===== config.mk =====
export PLATFORM = sky130hd
export DESIGN_NAME = adat_in_frame_ctrl
export DESIGN_NICKNAME = d
export VERILOG_FILES = /design/src/rtl/adat_in_frame_ctrl.sv
export SDC_FILE = /design/constraint.sdc
export NUM_CORES = 1
export LEC_CHECK = 0
export CORE_MARGIN = 3
export CORE_UTILIZATION = 56
export CTS_CLUSTER_SIZE = 20
export DETAILED_ROUTE_END_ITERATION = 7
export GPL_TIMING_DRIVEN = 0
export PLACE_DENSITY = 0.84
export RECOVER_POWER = 100
export SYNTH_ARGS = -nofsm -noshare
export SYNTH_HDL_FRONTEND = slang
export SYNTH_SLANG_ARGS = --single-unit
export TNS_END_PERCENT = 30

===== constraint.sdc =====
create_clock -name mclk -period 3.82 [get_ports mclk]
set_input_delay 0.764 -clock mclk [delete_from_list [all_inputs] [get_ports mclk]]
set_output_delay 0.764 -clock mclk [all_outputs]
set_load 0.05 [all_outputs]

===== src/rtl/adat_in_frame_ctrl.sv =====
// adat_in_frame_ctrl
//   Sequencing controller for one decoded ADAT input stream. It assembles
//   8 x 24-bit channel samples from 10-bit subframes, writes them into the
//   non-selected bank of a double-banked sample RAM, and flips banks on each
//   complete, error-free frame. It also tracks lock, user bits and errors.
//
// Ports
//   mclk, reset      : master clock, synchronous active-high reset
//   enable           : stream enable (low = abort to HUNT, no frame strobe)
//   frame_done       : one-cycle frame strobe to the decoder
//   sub_data/sub_rdy : decoded subframe {mk,nib,mk,nib} and its valid pulse
//   frame_rdy        : end-of-frame pulse (user bits on sub_data[3:0])
//   stream_error     : decoder framing error
//   ram_we/addr/data : sample RAM write port, addr = {bank, channel}
//   bank_sel         : bank holding the last complete frame
//   bank_ready       : pulse when bank_sel updates
//   user_bits        : user bits of the last complete frame
//   locked/sync_lost : lock status and its falling-edge pulse
//   err_count        : saturating error counter
module adat_in_frame_ctrl #(
  parameter int unsigned FRAME_LEN   = 256,
  parameter int unsigned LOCK_FRAMES = 4,
  parameter int unsigned TIMEOUT_LEN = 512
) (
  input  logic        mclk,
  input  logic        reset,
  input  logic        enable,
  output logic        frame_done,
  input  logic [9:0]  sub_data,
  input  logic        sub_rdy,
  input  logic        frame_rdy,
  input  logic        stream_error,
  output logic        ram_we,
  output logic [3:0]  ram_addr,
  output logic [23:0] ram_data,
  output logic        bank_sel,
  output logic        bank_ready,
  output logic [3:0]  user_bits,
  output logic        locked,
  output logic        sync_lost,
  output logic [7:0]  err_count
);

  localparam int unsigned TW = (FRAME_LEN > 1) ? $clog2(FRAME_LEN) : 1;
  localparam int unsigned OW = $clog2(TIMEOUT_LEN + 1);

  typedef enum logic [1:0] {HUNT, ASSEMBLE, WAIT_FR} state_t;

  state_t        state, state_nxt;
  logic [TW-1:0] frame_cnt;
  logic [OW-1:0] tmo_cnt;
  logic [2:0]    chan;
  logic [1:0]    part;
  logic [23:0]   shift_reg;
  logic [3:0]    good_cnt;
  logic          lock_full;
  logic          markers_ok;
  logic          err;
  logic          abort;
  logic          take_sub;
  logic          wr_sample;
  logic          start_frame;
  logic          frame_good;
  logic          last_sub;
  logic [7:0]    sub_byte;

  assign lock_full  = (good_cnt == 4'(LOCK_FRAMES));
  assign locked     = lock_full && enable;
  assign frame_done = enable && (frame_cnt == TW'(FRAME_LEN - 1));
  assign markers_ok = sub_data[9] && sub_data[4];
  assign sub_byte   = {sub_data[8:5], sub_data[3:0]};
  assign last_sub   = (chan == 3'd7) && (part == 2'd2);
  assign abort      = err || !enable;

  // Simultaneous sub_rdy/frame_rdy outside HUNT is already caught by the
  // per-state checks: frame_rdy is illegal in ASSEMBLE, sub_rdy in WAIT_FR.
  // The timeout fires on the cycle whose increment would reach TIMEOUT_LEN.
  always_comb begin
    err = stream_error;
    case (state)
      ASSEMBLE: if (frame_rdy || (sub_rdy && !markers_ok)) err = 1'b1;
      WAIT_FR:  if (sub_rdy) err = 1'b1;
      default:  ;
    endcase
    if ((state != HUNT) && !frame_rdy && (tmo_cnt == OW'(TIMEOUT_LEN - 1)))
      err = 1'b1;
  end

  always_ff @(posedge mclk) begin
    if (reset) state <= HUNT;
    else       state <= state_nxt;
  end

  always_comb begin
    state_nxt = state;
    if (abort) begin
      state_nxt = HUNT;
    end else begin
      case (state)
        HUNT:     if (frame_rdy) state_nxt = ASSEMBLE;
        ASSEMBLE: if (sub_rdy && last_sub) state_nxt = WAIT_FR;
        WAIT_FR:  if (frame_rdy) state_nxt = ASSEMBLE;
        default:  state_nxt = HUNT;
      endcase
    end
  end

  always_comb begin
    take_sub    = 1'b0;
    wr_sample   = 1'b0;
    start_frame = 1'b0;
    frame_good  = 1'b0;
    if (!abort) begin
      case (state)
        HUNT:     start_frame = frame_rdy;
        ASSEMBLE: begin
          take_sub  = sub_rdy;
          wr_sample = sub_rdy && (part == 2'd2);
        end
        WAIT_FR:  begin
          start_frame = frame_rdy;
          frame_good  = frame_rdy;
        end
        default:  ;
      endcase
    end
  end

  always_ff @(posedge mclk) begin
    if (reset) begin
      frame_cnt  <= '0;
      tmo_cnt    <= '0;
      chan       <= '0;
      part       <= '0;
      shift_reg  <= '0;
      good_cnt   <= '0;
      ram_we     <= 1'b0;
      ram_addr   <= '0;
      ram_data   <= '0;
      bank_sel   <= 1'b0;
      bank_ready <= 1'b0;
      user_bits  <= '0;
      sync_lost  <= 1'b0;
      err_count  <= '0;
    end else begin
      if (!enable || (frame_cnt == TW'(FRAME_LEN - 1))) frame_cnt <= '0;
      else                                              frame_cnt <= frame_cnt + 1'b1;

      if ((state == HUNT) || abort || frame_rdy) tmo_cnt <= '0;
      else                                       tmo_cnt <= tmo_cnt + 1'b1;

      ram_we <= wr_sample;
      if (wr_sample) begin
        ram_addr <= {~bank_sel, chan};
        ram_data <= {shift_reg[15:0], sub_byte};
      end

      if (take_sub) begin
        shift_reg <= {shift_reg[15:0], sub_byte};
        if (part == 2'd2) begin
          part <= '0;
          chan <= chan + 1'b1;
        end else begin
          part <= part + 1'b1;
        end
      end
      if (start_frame) begin
        chan <= '0;
        part <= '0;
      end

      bank_ready <= frame_good;
      if (frame_good) begin
        bank_sel  <= ~bank_sel;
        user_bits <= sub_data[3:0];
        if (!lock_full) good_cnt <= good_cnt + 1'b1;
      end
      if (abort) good_cnt <= '0;

      // Lock state is taken from the count, not the enable-gated output,
      // so dropping enable still reports the loss of lock.
      sync_lost <= abort && lock_full;

      if (err && enable && (err_count != '1)) err_count <= err_count + 1'b1;
    end
  end

endmodule


# Word level (Yosys, flattened, before mapping)
# Cells that the tools add are included.
# op_classes
reduce_logical,30
div,0
mux,16
n_addsub,6
eq_ne,10
multipliers,0
n_lt_le_gt_ge,0
n_shift,0
bitwise,2
# op_table
op,count
$add 8x1->8 const B,2
$logic_and 1x1->1,12
$mux 1,11
$add 10x1->10 const B,1
$eq 10x9->1 const B,1
$reduce_or 2->1,5
$eq 8x8->1 const B,1
$ne 8x8->1 const B,1
$mux 2,3
$reduce_and 2->1,3
$logic_or 1x1->1,5
$add 4x1->4 const B,1
$eq 2x2->1 const B,2
$eq 4x3->1 const B,1
$pmux 2 s2,1
$add 3x1->3 const B,1
$eq 3x3->1 const B,1
$logic_not 1->1,3
$add 2x1->2 const B,1
$eq 2x1->1 const B,1
$logic_not 2->1,1
$ne 2x1->1 const B,1
$ne 2x2->1 const B,1
$not 1->1,2
2 further kinds,2
# word_totals
ram_bits,0
register_bits,89
rom_bits,0
mem_count,0
latch_bits,0
elab_cells,79

# Depth between registers and ports, before layout
# Gate-level depths: netlist of the first run.
# logic_depth
word_depth,11
ltp_mapped,9

# Least setup slack after synthesis of the first run
# Ideal clock, no wire load.
# synth_path
path_kind,in2reg
startpoint,input port frame_rdy
endpoint,register good_cnt[3]
t_arrival_ns,2.485
n_path_buf,1
setup_time_ns,0.070
t_required_ns,3.750
stages,6
path_slack_ns,1.265
path_cell_list,mux2_4 o21a_4 or4_1 buf_6 or4_1 a21oi_1
# synth_via
elab_chain_len,7
# synth_lines
element,line,text
"start, declared",31,"input logic frame_rdy,"
$logic_or 1x1->1 or $logic_not 1->1 (tied branches),"81, 85",
$mux 1 or $logic_and 1x1->1 (tied branches),"81, 85",
$pmux 1 s2 or $logic_and 1x1->1 (tied branches),"80, 85",
$mux 1,85,if ((state != HUNT) && !frame_rdy && (tmo_cnt == OW'(TIMEOUT_LEN - 1)))
$logic_or 1x1->1,73,assign abort = err || !enable;
$mux 1,113,if (!abort) begin
$reduce_and 2->1 (no line),n/a,
"end signal, assigned",176,if (!lock_full) good_cnt <= good_cnt + 1'b1;
"end, declared",55,logic [3:0] good_cnt;
# Parallel ways exist; a longest one is shown, timed or not.
# A chain may end at the register's enable or synchronous reset.

# Worst setup path after layout of the first run
# layout_path
startpoint,input port enable
endpoint,output port locked
# layout_via
elab_chain_len,1
# layout_lines
element,line,text
"start, declared",27,"input logic enable,"
$logic_and 1x1->1,68,assign locked = lock_full && enable;
"end, declared",39,"output logic locked,"
# No other way between the ends.

==> out/results.ini, run 1 <==
[run_status]
status=completed

[global_route]
grt_pass1_wl_mm=12.5
grt_use_total_pct=21.0
grt_overflow_total=0
antenna_found_initial=0
first_global_vias=2652
grt_max_degree=17

[cts]
clk_pin_slew_worst_paths_ns=0.08
ctsHoldBuffers=0
cts_setup_buffers=0
tritoncts=done
worst_skew_pair.late_latency_ns=0.36
cts_buffers=9
root_buffer=clkbuf_8
ctsHtreeMaxLevel=3
cts_sinks=89
cts_buffer_depth=2
cts_resized=0

[worst_hold_path]
whs_path_depth=1
hold_path_class=reg2reg
holdPathEnd=tmo_cnt[0]
hp-start=tmo_cnt[0]

[drt]
wl_mm=7.48
first_iter_violations=134
via_per_inst=5.43
drtAntennaViolNets=0
num_vias=2852
wl_per_cell_um=14.3
drc=0
firstDrtPassIters=4

[timing]
finalHoldViolCount=0
setup_violations=0
period_share_pct=91.3
slew-limit-headroom_pct=30.7
fmax_mhz=287
tns_ns=0
finalCriticalPeriod_ns=3.49
worstMarginPinSlew_ns=1.03
clock_skew_ns=0.0125
slew_viol_final=0
rsz0062_at_grt=no

[floorplanning]
core-area_mm2=0.00610
die_h_um=86.7
initial_utilization_pct=59.8
row_count=28
dieArea_mm2=0.00751
die_w_um=86.7
ios=62

[logic_synthesis]
synth_edf_count=0
syn_area_per_cell_um2=9.77
synthDistinctLibCells=38
yosysWarningCount=0
ys.flop_type=dfxtp_1
syn-num-nets=401
syn-cell-area_mm2=0.00364
syn_inst=373
ys_ff_latch=89
synth.area.top_cells=dfxtp_1, mux2i_1, nor2_1
synth_top_area_cell=dfxtp_1
synth_common_cells=dfxtp_1, nor2_1, mux2i_1
async_flop_share_pct=0
synth.most_common_cell=dfxtp_1
synthDominantCellAreaShare_pct=48.9
ys_seq_area_share_pct=48.9

[critical_path]
worstReg2RegStart=state[0]
arrival_ns=2.72
cp.required_ns=3.06
crit_path_start_kind=input port
reg2reg_depth=8
r2r_end=ram_addr[0]
r2r_setup_slack_ns=0.59
end_kind=primary output
path_max_fanout=10
crit_type=in2out

[pwr]
peakVddDrop_mv=0.292
power.total_w=0.00165
power_leakage_nw=1.73
power_density_mw_per_mm2=365

[cells_and_area]
n_antenna_cell=0
postLayoutCellArea_mm2=0.00451
drive_gt1_share_pct=5.33
largest_reg_flops=24
finalNetCount=473
area_growth_pct=23.8

[placed_design]
place.gp.congestion=0.809
port_buffers=61
dp_hpwl_mm=5.45
placed_area_mm2=0.00435

[job]
cap_violations=0

cell families after synthesis:
group,synth area share (%)
mux,15.6
buf+inv,3.30
xor+xnor,4.09
flops,48.9
fa+ha+maj,4.12
simple gates,18.5
compound gates,5.56
cell usage in the layout (no fill, tap or decap), types with 4 or more instances in the layout:
cell type	count
clkdlybuf4s50_1	13
or4_1	5
and3_1	4
a311oi_1	6
dlygate4sd3_1	48
nor4_1	4
nor2b_1	5
clkbuf_8	9
or3_1	5
xor2_1	8
o21ai_0	8
inv_1	11
a21oi_1	8
xnor2_1	9
dfxtp_1	89
nand2_1	13
ha_1	12
nand3_1	10
nor2_1	81
clkbuf_1	14
mux2i_1	54
power breakdown:
group          leakage [nW]  internal [W]  switching [W]  total (W)
clock network        0.0950      0.000310       0.000335   0.000645
registers             0.717      0.000930     0.00000391   0.000934
logic                 0.913     0.0000271      0.0000412  0.0000682
total                  1.73       0.00127       0.000380    0.00165
how the worst max path moves through the flow:
stage | depth (start not counted) | startpoint | to
3_3_place_gp | 5 | enable | locked
4_1_cts | 5 | enable | locked
3_5_place_dp | 5 | enable | locked
6_report | 5 | enable | locked
5_1_grt | 7 | frame_rdy | ram_addr[0]
2_1_floorplan | 6 | frame_rdy | good_cnt[3]
stage by stage:
stage	utilization, %	std cells	hold WS, ns	worst slack, ns
3_5_place_dp	71.3	509	0.444	0.385
6_report	74.0	525	0.456	0.334
2_1_floorplan	-	373	0.418	1.26
5_1_grt	74.0	525	0.489	0.158
4_1_cts	74.7	525	0.457	0.374
3_3_place_gp	71.3	509	0.428	0.392
routing by layer:
metal / track usage (%) / up-vias / share of wire [%]
met5: 0 / - / 0
met4: 8.64 / 0 / 2.0
met3: 4.28 / 13 / 4.5
met2: 33.3 / 71 / 47
met1: 28.1 / 1347 / 47
li1: - / 1421 / -
cell type report:
class	count	area [um2]
Multi-Input combinational cell	256	1710
Sequential cell	89	1780
Buffer	17	68.8
Fill cell	471	1590
Tap cell	75	93.8
Inverter	11	41.3
Clock inverter	6	73.8
Timing Repair Buffer	61	611
Clock buffer	10	128
critical path: stages:
cell and delay (ns):
clkdlybuf4s50_1 0.47, clkbuf_1 0.34, inv_1 0.12, nor2_1 0.12, dlygate4sd3_1 0.90
Note: power is estimated with default switching activity, not from simulation.
==> run 2, diff against run 1 <==
- CAP_MARGIN: unset -> 20
==> results of run 2 <==
The final DEF is identical to that of run 1; final timing and power are the same.
